**src/rtl/key_debounce.sv**
```systemverilog
// Debounced reader for active-low pushbuttons. Each channel synchronises its raw
// pin, filters it through a four-state debounce FSM and reports a stable pressed
// level plus one-cycle press, release and long-press pulses.
module key_debounce #(
  parameter int unsigned NUM_KEYS          = 2,
  parameter int unsigned DEBOUNCE_CYCLES   = 1000000,
  parameter int unsigned LONG_PRESS_CYCLES = 50000000
) (
  input  logic                sys_clk,
  input  logic                sys_rst,
  input  logic [NUM_KEYS-1:0] key,
  output logic [NUM_KEYS-1:0] key_state,
  output logic [NUM_KEYS-1:0] key_press,
  output logic [NUM_KEYS-1:0] key_release,
  output logic [NUM_KEYS-1:0] key_long
);

  localparam int unsigned DbW   = $clog2(DEBOUNCE_CYCLES);
  // Wide enough to hold the saturation value one above the long-press threshold.
  localparam int unsigned HoldW = $clog2(LONG_PRESS_CYCLES + 1);

  localparam logic [DbW-1:0]   DbLast   = DbW'(DEBOUNCE_CYCLES - 1);
  localparam logic [HoldW-1:0] HoldLast = HoldW'(LONG_PRESS_CYCLES - 1);
  localparam logic [HoldW-1:0] HoldSat  = HoldW'(LONG_PRESS_CYCLES);

  typedef enum logic [1:0] {
    StIdle,
    StPressDb,
    StPressed,
    StReleaseDb
  } state_e;

  logic [NUM_KEYS-1:0] sync_q;
  logic [NUM_KEYS-1:0] ks_q;

  // Two-flop synchroniser; resets to the released level so nothing fires on reset exit.
  always_ff @(posedge sys_clk or negedge sys_rst) begin
    if (!sys_rst) begin
      sync_q <= '1;
      ks_q   <= '1;
    end else begin
      sync_q <= key;
      ks_q   <= sync_q;
    end
  end

  for (genvar i = 0; i < NUM_KEYS; i++) begin : g_chan
    state_e            state_q, state_d;
    logic [DbW-1:0]    db_q, db_d;
    logic [HoldW-1:0]  hold_q, hold_d;
    logic              level_q, level_d;
    logic              press_q, press_d;
    logic              release_q, release_d;
    logic              long_q, long_d;

    // State, counters and registered outputs.
    always_ff @(posedge sys_clk or negedge sys_rst) begin
      if (!sys_rst) begin
        state_q   <= StIdle;
        db_q      <= '0;
        hold_q    <= '0;
        level_q   <= 1'b0;
        press_q   <= 1'b0;
        release_q <= 1'b0;
        long_q    <= 1'b0;
      end else begin
        state_q   <= state_d;
        db_q      <= db_d;
        hold_q    <= hold_d;
        level_q   <= level_d;
        press_q   <= press_d;
        release_q <= release_d;
        long_q    <= long_d;
      end
    end

    // Debounce FSM: next state, counter updates and event pulses.
    always_comb begin
      state_d   = state_q;
      db_d      = db_q;
      hold_d    = hold_q;
      level_d   = level_q;
      press_d   = 1'b0;
      release_d = 1'b0;
      long_d    = 1'b0;
      unique case (state_q)
        StIdle: begin
          if (!ks_q[i]) begin
            state_d = StPressDb;
            db_d    = '0;
          end
        end
        StPressDb: begin
          if (ks_q[i]) begin
            state_d = StIdle;
          end else if (db_q == DbLast) begin
            state_d = StPressed;
            press_d = 1'b1;
            level_d = 1'b1;
            hold_d  = '0;
          end else begin
            db_d = db_q + 1'b1;
          end
        end
        StPressed: begin
          if (ks_q[i]) begin
            state_d = StReleaseDb;
            db_d    = '0;
          end else if (hold_q < HoldLast) begin
            hold_d = hold_q + 1'b1;
          end else if (hold_q == HoldLast) begin
            // Park one above the threshold so the long pulse fires only once.
            long_d = 1'b1;
            hold_d = HoldSat;
          end
        end
        StReleaseDb: begin
          // Hold counter is left untouched here so a rejected release resumes timing.
          if (!ks_q[i]) begin
            state_d = StPressed;
          end else if (db_q == DbLast) begin
            state_d   = StIdle;
            release_d = 1'b1;
            level_d   = 1'b0;
          end else begin
            db_d = db_q + 1'b1;
          end
        end
        default: state_d = StIdle;
      endcase
    end

    assign key_state[i]   = level_q;
    assign key_press[i]   = press_q;
    assign key_release[i] = release_q;
    assign key_long[i]    = long_q;
  end

endmodule
```
**config.mk**
```make
export PLATFORM = sky130hd
export DESIGN_NAME = key_debounce
export DESIGN_NICKNAME = d
export VERILOG_FILES = /design/src/rtl/key_debounce.sv
export SDC_FILE = /design/constraint.sdc
export NUM_CORES = 1
export LEC_CHECK = 0
export CORE_MARGIN = 2
export CORE_UTILIZATION = 55
export DETAILED_ROUTE_END_ITERATION = 7
export GPL_ROUTABILITY_DRIVEN = 1
export GPL_TIMING_DRIVEN = 1
export HOLD_SLACK_MARGIN = 0.02
export PLACE_DENSITY = 0.75
export SYNTH_ARGS = -nofsm -noshare
export SYNTH_HDL_FRONTEND = slang
export SYNTH_SLANG_ARGS = --single-unit
```
**constraint.sdc**
```tcl
create_clock -name sys_clk -period 2.1 [get_ports sys_clk]
set_input_delay 0.315 -clock sys_clk [delete_from_list [all_inputs] [get_ports sys_clk]]
set_output_delay 0.315 -clock sys_clk [all_outputs]
set_load 0.02 [all_outputs]
```
Word level (Yosys, flattened, before mapping)
Cells that the tools add are included.
{"block": "classes", "n_addsub": 4, "n_lt_le_gt_ge": 2, "eq_ne": 30, "mux": 66, "n_reduce_logical": 14}
{"cell": "two-way mux 26 bit", "count": 10}
{"cell": "two-way mux 20 bit", "count": 10}
{"cell": "one-hot mux 20 bit (4 select lines)", "count": 2}
{"cell": "one-hot mux 26 bit (2 select lines)", "count": 2}
{"cell": "adder 26 x 1 -> 26 bit, second input constant", "count": 2}
{"cell": "== test 26 bit, second input constant", "count": 2}
{"cell": "less-than comparator 26 bit, second input constant", "count": 2}
{"cell": "adder 20 x 1 -> 20 bit, second input constant", "count": 2}
{"cell": "== test 20 bit, second input constant", "count": 2}
{"cell": "inequality test 2 bit, second input constant", "count": 14}
{"cell": "two-way mux 1 bit", "count": 26}
{"cell": "two-way mux 2 bit", "count": 12}
{"cell": "AND reduction 5 bit", "count": 4}
{"cell": "inequality test 3 bit, second input constant", "count": 6}
{"cell": "one-hot mux 2 bit (4 select lines)", "count": 2}
{"cell": "AND reduction 4 bit", "count": 4}
{"cell": "== test 2 bit, second input constant", "count": 4}
{"cell": "nonzero test 2 bit", "count": 4}
{"cell": "== test 2 x 1 -> 1 bit, second input constant", "count": 2}
{"cell": "logical NOT 2 bit", "count": 2}
{"cell": "one-hot mux 1 bit (2 select lines)", "count": 2}
{"block": "totals", "reg_bits": 108}

Longest topological paths before layout
Gate-level depths: netlist (run 1).
{"block": "logic_depth", "word_depth": 5, "mapped_depth": 9, "depth_no_buf": 8}

Worst setup path after synthesis (run 1)
OpenSTA, ideal clock, no wires.
{"block": "synth_path", "path_type": "register to register", "start": "register g_chan[1].hold_q[0]", "end": "register g_chan[1].hold_q[24]", "setup_time_ps": 136, "t_arrival_ps": 2018, "t_required_ps": 1964, "path_slack_ps": -53, "path_stages_with_launch": 9, "path_cell_list": "dfrtp_1 > ha_1 > nand3_1 > nor2_1 > o2111a_1 > or3_1 > buf_2 > o311ai_1 > o41ai_1"}
{"block": "synth_via", "elab_chain_len": 4, "word_cells_on_any_way": 8, "classes_between": "1 x add/sub; 1 x order compare; 2 x eq/ne; 3 x mux; 1 x reduce/logical"}
{"element": "start, declared", "line": "50", "source": "logic [HoldW-1:0] hold_q, hold_d;"}
{"element": "start signal, assigned", "line": "69", "source": "hold_q <= hold_d;"}
{"element": "adder 26 x 1 -> 26 bit or less-than comparator 26 bit (tied branches)", "line": "110, 109"}
{"element": "two-way mux 26 bit", "line": "109", "source": "end else if (hold_q < HoldLast) begin"}
{"element": "two-way mux 26 bit", "line": "106", "source": "if (ks_q[i]) begin"}
{"element": "one-hot mux 26 bit (2 select lines)", "line": "86", "source": "unique case (state_q)"}
Several ways; a longest one is shown, not always the timed one. The select of a mux whose other input is x is not followed.
A chain may end at the register's enable or synchronous reset.

Worst setup path in the final report (run 1)
{"block": "layout_path", "start": "register g_chan[1].db_q[15]", "end": "register g_chan[1].hold_q[21]"}
{"block": "layout_via", "elab_chain_len": 3}
{"element": "start, declared", "line": "49", "source": "logic [DbW-1:0] db_q, db_d;"}
{"element": "start signal, assigned", "line": "60", "source": "db_q <= '0;"}
{"element": "start signal, assigned", "line": "68", "source": "db_q <= db_d;"}
{"element": "== test 20 bit", "line": "96", "source": "end else if (db_q == DbLast) begin"}
{"element": "inequality test 2 bit (no source line)"}
{"element": "AND reduction 5 bit (no source line)"}
Every way passes these cells.

==> impl_results.md, run 1 <==
* Yosys warnings at 0
* Port buffer count at 11
* Final setup margin at -0.0422 ns
* Non-Filler Instances at between 800 and 900
* GRT Util Overall at 26.2%
* Via density at around 6.1
* Io pins at 12
* Clock power share at about two fifths
* Vias in the first global route at 5299
* Min Tclk post-route at roughly 2.1 ns
* Placer Congestion at ~1
* Main synth FF type: dfrtp_1
* Buffer levels on the longest clock path at 2
* CP Class: register to register
* #FFs+latches synth at approximately 110
* Critical path's largest stage delay at roughly 0.57 ns
* DRT Wirelength at between 15000 and 20000 um
* Gr ovfl total at 0
* Pre-antenna DRT Iters at 7
* Leakage at about 3.5 nW
* Sw frac at about a quarter
* Mapped Area at 0.00616 mm2
* Residual DRC at 0
* Max_slew headroom at a little over half
* Initial antenna violation count at 0
* Critical path arrival at between 2 and 2.5 ns
* CP Max Fanout at 7
* CP Cell Sequence: or4b_4, nor4_4, buf_6, a21oi_4, nor2_4, and2_4, clkbuf_16, a22oi_2
* Core area at roughly 0.011 mm2
* Die area at around 0.012 mm2
* Largest net degree at the start of global routing at 76
* Wire length on met1 at ~6500 um
* Hold Fails Final Rpt at 0
* Die Span Y at ~110 um
* Commonest non-fill, non-tap cell in the layout: dfrtp_1
* Sequential-to-total area share from yosys stat at around 44%
* Final Cycle Share at 102%
* Combinational share of power at 3.9%
* Commonest cells after routing, fill and taps aside: dfrtp_1 (103), buf_4 (99), nor2_1 (61), nand2_1 (49), nand3_1 (36)
* PwrDens at between 400 and 500 mW/mm2
* Ys async rst share at 100%
* Setup Viol. Count Final at 12
* Drt wl/cell at ~17 um
* Placement Rows at 38
* Post-Syn Nets at 639
* Failing checks: setup timing
* Cells after DPL at approximately 840
* Psw at 0.885 mW
* Slew Limit Fails at 0
* Area grow syn2layout at 26.0%
* VDD IR max at 933 uV
* Seq pwr share at 57.0%
* Internal power at 2.84 mW
* DP HPWL at ~10000 um
* Worst Max-Slew Pin Slew at roughly 0.69 ns
* Metal2 WL at roughly 7700 um
* Nets at between 700 and 800
* WHS at approximately 0.31 ns
* DR top layer: met4
* First-pass GRT wire length at 24600 um
* Hold Crit Class: input pin to register
* Tot Pwr at ~3.7 mW
* Detailed-route via count at roughly 5400
* Root Buffer: clkbuf_8
* Critical Path RT at roughly 2.4 ns
* Metal3 WL at around 740 um
* RSZ-0062 raised after global routing: yes
* Startpoint Class: register
* N_diodes at 0
* F_max at approximately 0.47 GHz
* Yosys cell types at 86
* DP Worst Slack at -0.131 ns
* Slowest-stage cell, CP: or4b_4
* Endpoint class of the critical path: register
* Starting Density at a little under three fifths
* Cell count after synthesis at 631
* CTS H-tree depth at 3
* Die X at about 110 um
* Clk_lat worst skew at approximately 0.4 ns
* Worst Clk Skew at roughly 0.017 ns
* Share of cells above drive strength 1 at slightly above 30%
* CTS Buf Count at 9
* CTS Sinks at ~110
* Number of synthesized flops with an enable pin at 0
* Clock-pin slew on the worst setup and hold paths at 0.11 ns
* # fillers at between 700 and 800
* Max-capacitance violation count at 0
* Starting DRT DRC Count at roughly 390
* Avg Cell Area, Syn at approximately 10 um2
* Final antenna-violating net count at 0
* TritonCTS clock tree: done
* Outcome: finished with violations
==> power groups by stage <==
stage	Clock, mW	Sequential (mW)	Combinational [mW]
2_1_floorplan	0	2.16	0.0579
6_report	1.45	2.12	0.146
3_3_place_gp	0	2.16	0.132
3_5_place_dp	0	2.16	0.138
5_1_grt	1.57	2.13	0.167
4_1_cts	1.49	2.12	0.142
==> registers in the layout, indices dropped and copies added (netlist names), named ones only <==
register,cells
g_chan.level_q,2
g_chan.release_q,2
g_chan.state_q,2
g_chan.press_q,2
g_chan.long_q,2
g_chan.hold_q,52
ks_q,2
sync_q,2
g_chan.db_q,40
==> final cells by class <==
cell class,count,area (um2),share of cell area (%)
multi-input cells,481,3530,45.5
inverters,10,50.0,0.645
clock inverters,7,98.8,1.27
well taps,140,175,2.26
clock buffers,9,124,1.60
flip-flops and latches,108,2710,34.9
repair buffers,127,1070,13.8
==> worst max-delay path, delay by kind of cell, from the launching register on <==
family	cells	cell delay (ns)
flip-flops	1	0.39
AND/OR/NAND/NOR	4	1.17
buffers and inverters	2	0.32
AO/OA/AOI/OAI	2	0.13
==> synthesized netlist by cell type (8+ instances only) <==
cell type  instances  area, um2
mux2i_1            8       80.1
a21oi_1           20        100
nand2_1           52        195
nand4_1           21        131
o211ai_1           9       67.6
nand3_1           41        205
and3_1            29        181
buf_4             11       82.6
nor2_1            64        240
dfrtp_1          104       2600
inv_1              9       33.8
a211o_1           11       96.3
xor2_1            27        236
xnor2_1           11       96.3
nor3_1            16       80.1
o21ai_0           16       80.1
clkbuf_1           9       33.8
==> metrics by stage <==
step	TNS (ns)	cell area, um2	utilization [%]
after floorplan	-0.0633	6190	-
after global placement	-0.493	6970	64.0
after global routing	-2.26	7760	71.2
after detailed placement	-2.12	6970	64.0
after CTS	-0.0666	7400	67.9
final	-0.232	7760	71.2
==> worst paths after layout <==
check,endpoint,cells after the start,slack [ns],from
worst max-delay path,g_chan[1].hold_q[21]$_DFFE_PN0P_,8,-0.04,g_chan[1].db_q[15]$_DFFE_PN0P_
worst min-delay path,sync_q[1]$_DFF_PN1_,1,0.31,key[1]
worst max register to register,g_chan[1].hold_q[21]$_DFFE_PN0P_,8,-0.04,g_chan[1].db_q[15]$_DFFE_PN0P_
worst min register to register,ks_q[1]$_DFF_PN1_,0,0.37,sync_q[1]$_DFF_PN1_
max in group asynchronous,sync_q[0]$_DFF_PN1_,3,1.26,sys_rst
min in group asynchronous,g_chan[0].hold_q[5]$_DFFE_PN0P_,3,0.45,sys_rst
==> per-layer routing <==
layer | track usage (%) | vias up
met5 | 0 | -
met4 | 10.8 | 0
met3 | 6.05 | 45
met2 | 43.7 | 175
met1 | 32.7 | 2622
li1 | - | 2545
==> kinds of logic (layout without fill, tap and decap cells) <==
kind of cell    Yosys count  in the layout  synth area share (%)
compound gates          127            128                  15.7
buf+inv                  43            153                  4.63
mux                       9              9                  1.48
xor+xnor                 38             38                  5.41
flops                   108            108                  44.0
simple gates            302            302                  28.0
fa+ha+maj                 4              4                 0.813
==> timing repair <==
| item | 4_1_cts | 5_1_grt |
|---|---|---|
| setup endpoints to repair | 41 | 67 |
| buffers inserted | 8 | 9 |
| cloned | 2 | 2 |
| hold buffers | 1 | 0 |
| gates resized for setup | 26 | 50 |
| pin swaps | 10 | 31 |
| hold endpoints to repair | 104 | 0 |
No activity file was read; power rests on OpenSTA's default activity.
==> run 2: changes to the inputs <==
--- a/config.mk
+++ b/config.mk
@@ -7,6 +7,7 @@
 export LEC_CHECK = 0
 export CORE_MARGIN = 2
 export CORE_UTILIZATION = 55
+export CTS_BUF_LIST = sky130_fd_sc_hd__clkbuf_16
 export DETAILED_ROUTE_END_ITERATION = 7
 export GPL_ROUTABILITY_DRIVEN = 1
 export GPL_TIMING_DRIVEN = 1
==> run 2 against run 1 <==
The flow still finishes with violations (setup timing). Setup slack gained 0.015 ns. Sequential power is essentially flat. Via count is essentially flat. First-iteration DRC count grew 7.8%. Critical endpoint unchanged.
==> impl_results.md, run 2 (synthesis gave the netlist of run 1 again) <==
* Largest net degree at the start of global routing at 76 (unchanged)
* First-pass GRT wire length at 24500 um (was 24600 um)
* Initial antenna violation count at 0 (unchanged)
* Pre-antenna DRT Iters at 5 (was 7)
* Final instance area at 0.00784 mm2 (was 0.00776 mm2)
* WHS at 0.356 ns (was 0.314 ns)
* CP Class: register to register (unchanged)
* Hold Fails Final Rpt at 0 (unchanged)
* Share of cells above drive strength 1 at 30.9% (was 30.3%)
* Buffer levels on the longest clock path at 2 (unchanged)
* Critical Path RT at 2.34 ns (was 2.39 ns)
* Gr ovfl total at 0 (unchanged)
* Outcome: finished with violations (unchanged)
* Via density at 6.10 (was 6.11)
* RSZ-0062 raised after global routing: yes (unchanged)
* Placement Rows at 38 (unchanged)
* Internal power at 3.21 mW (was 2.84 mW)
* Commonest cells after routing, fill and taps aside: dfrtp_1 (103), buf_4 (100), nor2_1 (61), nand2_1 (49), nand3_1 (38) (was dfrtp_1 (103), buf_4 (99), nor2_1 (61), nand2_1 (49), nand3_1 (36))
* Psw at 0.933 mW (was 0.885 mW)
* Max-capacitance violation count at 0 (unchanged)
* Cell area after placement at 0.00697 mm2 (unchanged)
* Vias in the first global route at 5223 (was 5299)
* Port buffer count at 11 (unchanged)
* Max reg flops at 52 (unchanged)
* F_max at 0.470 GHz (was 0.467 GHz)
* DP Worst Slack at -0.131 ns (unchanged)
* Drt wl/cell at 17.4 um (was 17.3 um)
* TritonCTS clock tree: done (unchanged)
* CTS H-tree depth at 3 (unchanged)
* Root Buffer: clkbuf_16 (was clkbuf_8)
* CTS Buf Count at 9 (unchanged)
* Detailed-route via count at 5382 (was 5387)
* PwrDens at 529 mW/mm2 (was 480 mW/mm2)
* N_diodes at 0 (unchanged)
* DP HPWL at 10300 um (unchanged)
* Hold Crit Class: input pin to register (unchanged)
* Max_slew headroom at 53.6% (was 54.0%)
* Starting DRT DRC Count at 417 (was 387)
* Largest register by flop count: g_chan.hold_q (unchanged)
* Clock-pin slew on the worst setup and hold paths at 0.07 ns (was 0.11 ns)
* Slew Limit Fails at 0 (unchanged)
* Final antenna-violating net count at 0 (unchanged)
* Min Tclk post-route at 2.13 ns (was 2.14 ns)
* CTS Sinks at 108 (unchanged)
* Leakage at 3.55 nW (was 3.51 nW)
* VDD IR max at 631 uV (was 933 uV)
* Largest regs: g_chan.hold_q (52), g_chan.db_q (40) (unchanged)
* Residual DRC at 0 (unchanged)
* Die Span Y at 110 um (unchanged)
* DRT Wirelength at 15300 um (was 15200 um)
* Final setup margin at -0.0274 ns (was -0.0422 ns)
* Critical path arrival at 2.36 ns (was 2.43 ns)
* Endpoint class of the critical path: register (unchanged)
* Commonest non-fill, non-tap cell in the layout: dfrtp_1 (unchanged)
* CP Max Fanout at 7 (unchanged)
* Io pins at 12 (unchanged)
* Clk_lat worst skew at 0.36 ns (was 0.41 ns)
* Die area at 0.0121 mm2 (unchanged)
* Final Cycle Share at 101% (was 102%)
* Sw frac at 22.5% (was 23.8%)
* Startpoint Class: register (unchanged)
* Worst Clk Skew at 0.00932 ns (was 0.0171 ns)
* Nets at 745 (unchanged)
* Final Util at 72.0% (was 71.2%)
* Die X at 110 um (unchanged)
* Seq pwr share at 51.2% (was 57.0%)
* Core area at 0.0109 mm2 (unchanged)
* Starting Density at 56.6% (unchanged)
* Placer Congestion at 0.983 (unchanged)
* GRT Util Overall at 26.2% (unchanged)
* Clock power share at 45.3% (was 39.1%)
* Worst Max-Slew Pin Slew at 0.695 ns (was 0.689 ns)
* Failing checks: setup timing (unchanged)
* Area grow syn2layout at 27.4% (was 26.0%)
* Setup Viol. Count Final at 11 (was 12)
* Combinational share of power at 3.5% (was 3.9%)
run 2: final timing paths:
check                                          startpoint                          endpoint  slack, ns  cells after the start
setup reg to reg           g_chan[1].db_q[11]$_DFFE_PN0P_  g_chan[1].hold_q[21]$_DFFE_PN0P_      -0.03                      8
hold reg to reg                       sync_q[1]$_DFF_PN1_                 ks_q[1]$_DFF_PN1_       0.36                      0
max in group asynchronous                         sys_rst               sync_q[0]$_DFF_PN1_       1.22                      3
hold / removal                                     key[1]               sync_q[1]$_DFF_PN1_       0.36                      1
setup / recovery           g_chan[1].db_q[11]$_DFFE_PN0P_  g_chan[1].hold_q[21]$_DFFE_PN0P_      -0.03                      8
min in group asynchronous                         sys_rst   g_chan[0].hold_q[5]$_DFFE_PN0P_       0.50                      3
run 2: power groups by stage:
stage / combinational (mW) / sequential (mW) / clock, mW
floorplan: 0.0579 / 2.16 / 0
global placement: 0.132 / 2.16 / 0
detailed placement: 0.138 / 2.16 / 0
CTS: 0.140 / 2.12 / 1.92
global route: 0.166 / 2.12 / 1.99
finish: 0.145 / 2.12 / 1.88
run 2: stage by stage:
step | TNS [ns] | instances | total power [mW]
finish | -0.0922 | 882 | 4.15
global route | -1.95 | 882 | 4.28
CTS | -0.113 | 873 | 4.19
detailed placement | -2.12 | 844 | 2.30
global placement | -0.493 | 844 | 2.29
floorplan | -0.0633 | 631 | 2.22
run 2: cell type report:
class | count | area (um2)
Fill cell | 754 | 3040
Tap cell | 140 | 175
Sequential cell | 108 | 2710
Timing Repair Buffer | 128 | 1080
Clock buffer | 9 | 225
Inverter | 10 | 50.0
Multi-Input combinational cell | 480 | 3510
Clock inverter | 7 | 98.8
run 2: per-layer routing:
layer  vias up  global-route usage, %  wire length [um]
met5         -                      0                 0
met2       160                   45.0              7750
met1      2635                   32.8              6510
met4         0                   8.86               340
met3        36                   5.45               712
li1       2551                      -                 -
run 2: worst max-delay path: stages (launching register included):
cell and delay (ns):
dfrtp_1 0.39, or4b_4 0.57, nor4_4 0.16, buf_6 0.16, a21oi_4 0.06, nor2_4 0.21
and2_4 0.24, buf_12 0.14, a22oi_2 0.08
run 2: repair_timing:
| item | CTS | global route |
|---|---|---|
| pin swaps | 15 | 21 |
| hold endpoints to repair | 104 | 0 |
| cloned | 2 | 1 |
| gates resized for setup | 16 | 61 |
| setup buffers | 10 | 9 |
| endpoints found under the setup margin | 40 | 69 |
| hold buffers | 1 | 0 |
==> run 3: changes to the inputs <==
--- a/config.mk
+++ b/config.mk
@@ -5,14 +5,15 @@
 export SDC_FILE = /design/constraint.sdc
 export NUM_CORES = 1
 export LEC_CHECK = 0
-export CORE_MARGIN = 2
+export CORE_MARGIN = 8
 export CORE_UTILIZATION = 55
 export CTS_BUF_LIST = sky130_fd_sc_hd__clkbuf_16
 export DETAILED_ROUTE_END_ITERATION = 7
 export GPL_ROUTABILITY_DRIVEN = 1
 export GPL_TIMING_DRIVEN = 1
 export HOLD_SLACK_MARGIN = 0.02
-export PLACE_DENSITY = 0.75
+export PLACE_DENSITY = 0.86
+export SKIP_LAST_GASP = 1
 export SYNTH_ARGS = -nofsm -noshare
 export SYNTH_HDL_FRONTEND = slang
 export SYNTH_SLANG_ARGS = --single-unit
==> run 3 against run 2 <==
The flow still finishes with violations (setup timing). Critical path type unchanged. Power down 1.0%. Largest power group unchanged. Final area is 1.7% lower. Worst hold slack got worse by 0.011 ns. Combinational power rose by 6%. Register-to-register slack got worse by 0.08 ns. Die area up 23%. Wire length is 5.5% higher. Fmax down 3.8%. Non-clock buffer count decreased by 3. Largest cell class unchanged.
==> impl_results.md, run 3 (synthesis gave the netlist of run 1 again) <==
* Largest regs: g_chan.hold_q (52), g_chan.db_q (40) (unchanged)
* Cell area after placement at 0.00699 mm2 (was 0.00697 mm2)
* Min Tclk post-route at 2.21 ns (was 2.13 ns)
* Die X at 122 um (was 110 um)
* Startpoint Class: register (unchanged)
* Worst r2r src: g_chan[1].db_q[15]$_DFFE_PN0P_ (was g_chan[1].db_q[11]$_DFFE_PN0P_)
* Commonest cells after routing, fill and taps aside: buf_4 (104), dfrtp_1 (102), nor2_1 (62), nand2_1 (49), nand3_1 (36) (was dfrtp_1 (103), buf_4 (100), nor2_1 (61), nand2_1 (49), nand3_1 (38))
* Die Span Y at 122 um (was 110 um)
* Area grow syn2layout at 25.2% (was 27.4%)
* CTS H-tree depth at 3 (unchanged)
* R2R Setup Slk at -0.11 ns (was -0.03 ns)
* Final setup margin at -0.112 ns (was -0.0274 ns)
* Io pins at 12 (unchanged)
* Slowest-stage cell, CP: or4b_4 (unchanged)
* Largest register by flop count: g_chan.hold_q (unchanged)
* CP Launch Point: g_chan[1].db_q[15]$_DFFE_PN0P_ (was g_chan[1].db_q[11]$_DFFE_PN0P_)
* Placer Congestion at 0.965 (was 0.983)
* Gr ovfl total at 0 (unchanged)
* Placement Rows at 38 (unchanged)
* Clock-pin slew on the worst setup and hold paths at 0.07 ns (about the same)
* R2R depth at 8 (unchanged)
* CP Max Fanout at 13 (was 7)
* Sw frac at 21.9% (was 22.5%)
* CP Cell Sequence: or4b_4, nor4_4, buf_4, a21oi_2, nor2_4, and2_1, buf_12, a21oi_1 (was or4b_4, nor4_4, buf_6, a21oi_4, nor2_4, and2_4, buf_12, a22oi_2)
* Internal power at 3.20 mW (was 3.21 mW)
* Sequential cell area at 0.00271 mm2 (about the same)
* Max reg flops at 52 (unchanged)
* Buffer levels on the longest clock path at 2 (unchanged)
* Outcome: finished with violations (unchanged)
* Critical path's largest stage delay at 0.57 ns (about the same)
* Worst Clk Skew at 0.00663 ns (was 0.00932 ns)
* Vias in the first global route at 5666 (was 5223)
* Port buffer count at 11 (unchanged)
* Final instance area at 0.00771 mm2 (was 0.00784 mm2)
* Commonest non-fill, non-tap cell in the layout: buf_4 (was dfrtp_1)
* CTS Sinks at 108 (unchanged)
* Initial antenna violation count at 0 (unchanged)
* FF-to-FF End: g_chan[1].hold_q[7]$_DFFE_PN0P_ (was g_chan[1].hold_q[21]$_DFFE_PN0P_)
* Max_slew headroom at 50.2% (was 53.6%)
* Critical Path RT at 2.33 ns (was 2.34 ns)
* Via density at 6.33 (was 6.10)
* Detailed-route via count at 5561 (was 5382)
* Combinational share of power at 3.7% (was 3.5%)
* Psw at 0.899 mW (was 0.933 mW)
* Critical path arrival at 2.44 ns (was 2.36 ns)
* CTS Buf Count at 9 (unchanged)
* PwrDens at 532 mW/mm2 (was 529 mW/mm2)
* First-pass GRT wire length at 26200 um (was 24500 um)
* Clk_lat worst skew at 0.36 ns (about the same)
* F_max at 0.452 GHz (was 0.470 GHz)
* Failing checks: setup timing (unchanged)
* Pre-antenna DRT Iters at 7 (was 5)
* Tot Pwr at 4.10 mW (was 4.15 mW)
* DP HPWL at 10700 um (was 10300 um)
* Root Buffer: clkbuf_16 (unchanged)
* N_diodes at 0 (unchanged)
* Worst Max-Slew Pin Slew at 0.746 ns (was 0.695 ns)
* Drt wl/cell at 18.4 um (was 17.4 um)
* Hold Crit Class: input pin to asynchronous set/reset pin (was input pin to register)
* Seq pwr share at 51.8% (was 51.2%)
* Leakage at 3.53 nW (was 3.55 nW)
* Hold Fails Final Rpt at 0 (unchanged)
* Die area at 0.0148 mm2 (was 0.0121 mm2)
* DRT Wirelength at 16200 um (was 15300 um)
* Nets at 742 (was 745)
* TritonCTS clock tree: done (unchanged)
* RSZ-0062 raised after global routing: yes (unchanged)
* Final antenna-violating net count at 0 (unchanged)
* VDD IR max at 480 uV (was 631 uV)
* Max-capacitance violation count at 0 (unchanged)
* Largest net degree at the start of global routing at 65 (was 76)
* # fillers at 768 (was 754)
* Starting DRT DRC Count at 596 (was 417)
* Share of cells above drive strength 1 at 28.7% (was 30.9%)
* GRT Util Overall at 21.7% (was 26.2%)
* Multi-input logic area at 0.00344 mm2 (was 0.00351 mm2)
* Final Cycle Share at 105% (was 101%)
* Residual DRC at 0 (unchanged)
* Clock power share at 44.5% (was 45.3%)
* CP Class: register to register (unchanged)
* Setup Viol. Count Final at 19 (was 11)
* Slew Limit Fails at 0 (unchanged)
* Starting Density at 56.6% (unchanged)
* Endpoint class of the critical path: register (unchanged)
* Core area at 0.0109 mm2 (unchanged)
[run 3: cell count changes in the layout (fill, tap and decap cells not counted), sizes merged]
cell,delta
buf,-2
clkbuf,-1
[run 3: layout make-up]
class | instances | area share [%]
Sequential cell | 108 | 35.1
Multi-Input combinational cell | 480 | 44.6
Clock inverter | 7 | 1.20
Clock buffer | 9 | 2.92
Tap cell | 140 | 2.27
Timing Repair Buffer | 125 | 13.2
Inverter | 10 | 0.649
[run 3: power groups by stage]
stage	logic, mW	registers, mW	clock network (mW)
after floorplan	0.0579	2.16	0
after global placement	0.138	2.16	0
after detailed placement	0.148	2.16	0
after CTS	0.152	2.12	1.86
after global routing	0.173	2.13	1.95
final	0.153	2.12	1.83
[run 3: critical path, delay by kind of cell, from the launching register on]
kind            cells  cell delay [ns]
flops               1             0.39
buf+inv             2             0.33
compound gates      2             0.16
simple gates        4             1.21
[run 3: layer usage]
layer | up-vias | routed length (um) | track usage [%]
li1 | 2537 | - | -
met1 | 2778 | 6660 | 25.9
met2 | 197 | 8260 | 36.8
met3 | 49 | 742 | 4.35
met4 | 0 | 496 | 10.5
met5 | - | 0 | 0
[run 3: timing repair]
| item | 4_1_cts | 5_1_grt |
|---|---|---|
| pin swaps | 18 | 22 |
| setup buffers | 7 | 11 |
| endpoints found under the setup margin | 43 | 69 |
| hold buffers | 1 | 0 |
| resized for setup | 16 | 44 |
| cloned | 1 | 1 |
| hold endpoints to repair | 12 | 0 |
[run 3: how the worst max path moves through the flow]
stage / cells past startpoint / end
after CTS: 8 / g_chan[1].hold_q[14]$_DFFE_PN0P_
final: 8 / g_chan[1].hold_q[7]$_DFFE_PN0P_
after floorplan: 9 / g_chan[0].hold_q[16]$_DFFE_PN0P_
after global routing: 8 / g_chan[1].hold_q[14]$_DFFE_PN0P_
after detailed placement: 6 / g_chan[0].hold_q[14]$_DFFE_PN0P_
after global placement: 6 / g_chan[0].hold_q[22]$_DFFE_PN0P_
[run 3: stage by stage]
step	TNS [ns]	setup slack, ns	instances	util, %	hold WS, ns
6_report	-1.32	-0.112	879	70.8	0.346
5_1_grt	-3.34	-0.189	879	70.8	0.354
4_1_cts	-1.48	-0.0844	870	68.4	0.348
3_5_place_dp	-4.54	-0.270	846	64.2	0.182
3_3_place_gp	-1.82	-0.142	846	64.2	0.180
2_1_floorplan	-0.0633	-0.0127	631	-	0.0194
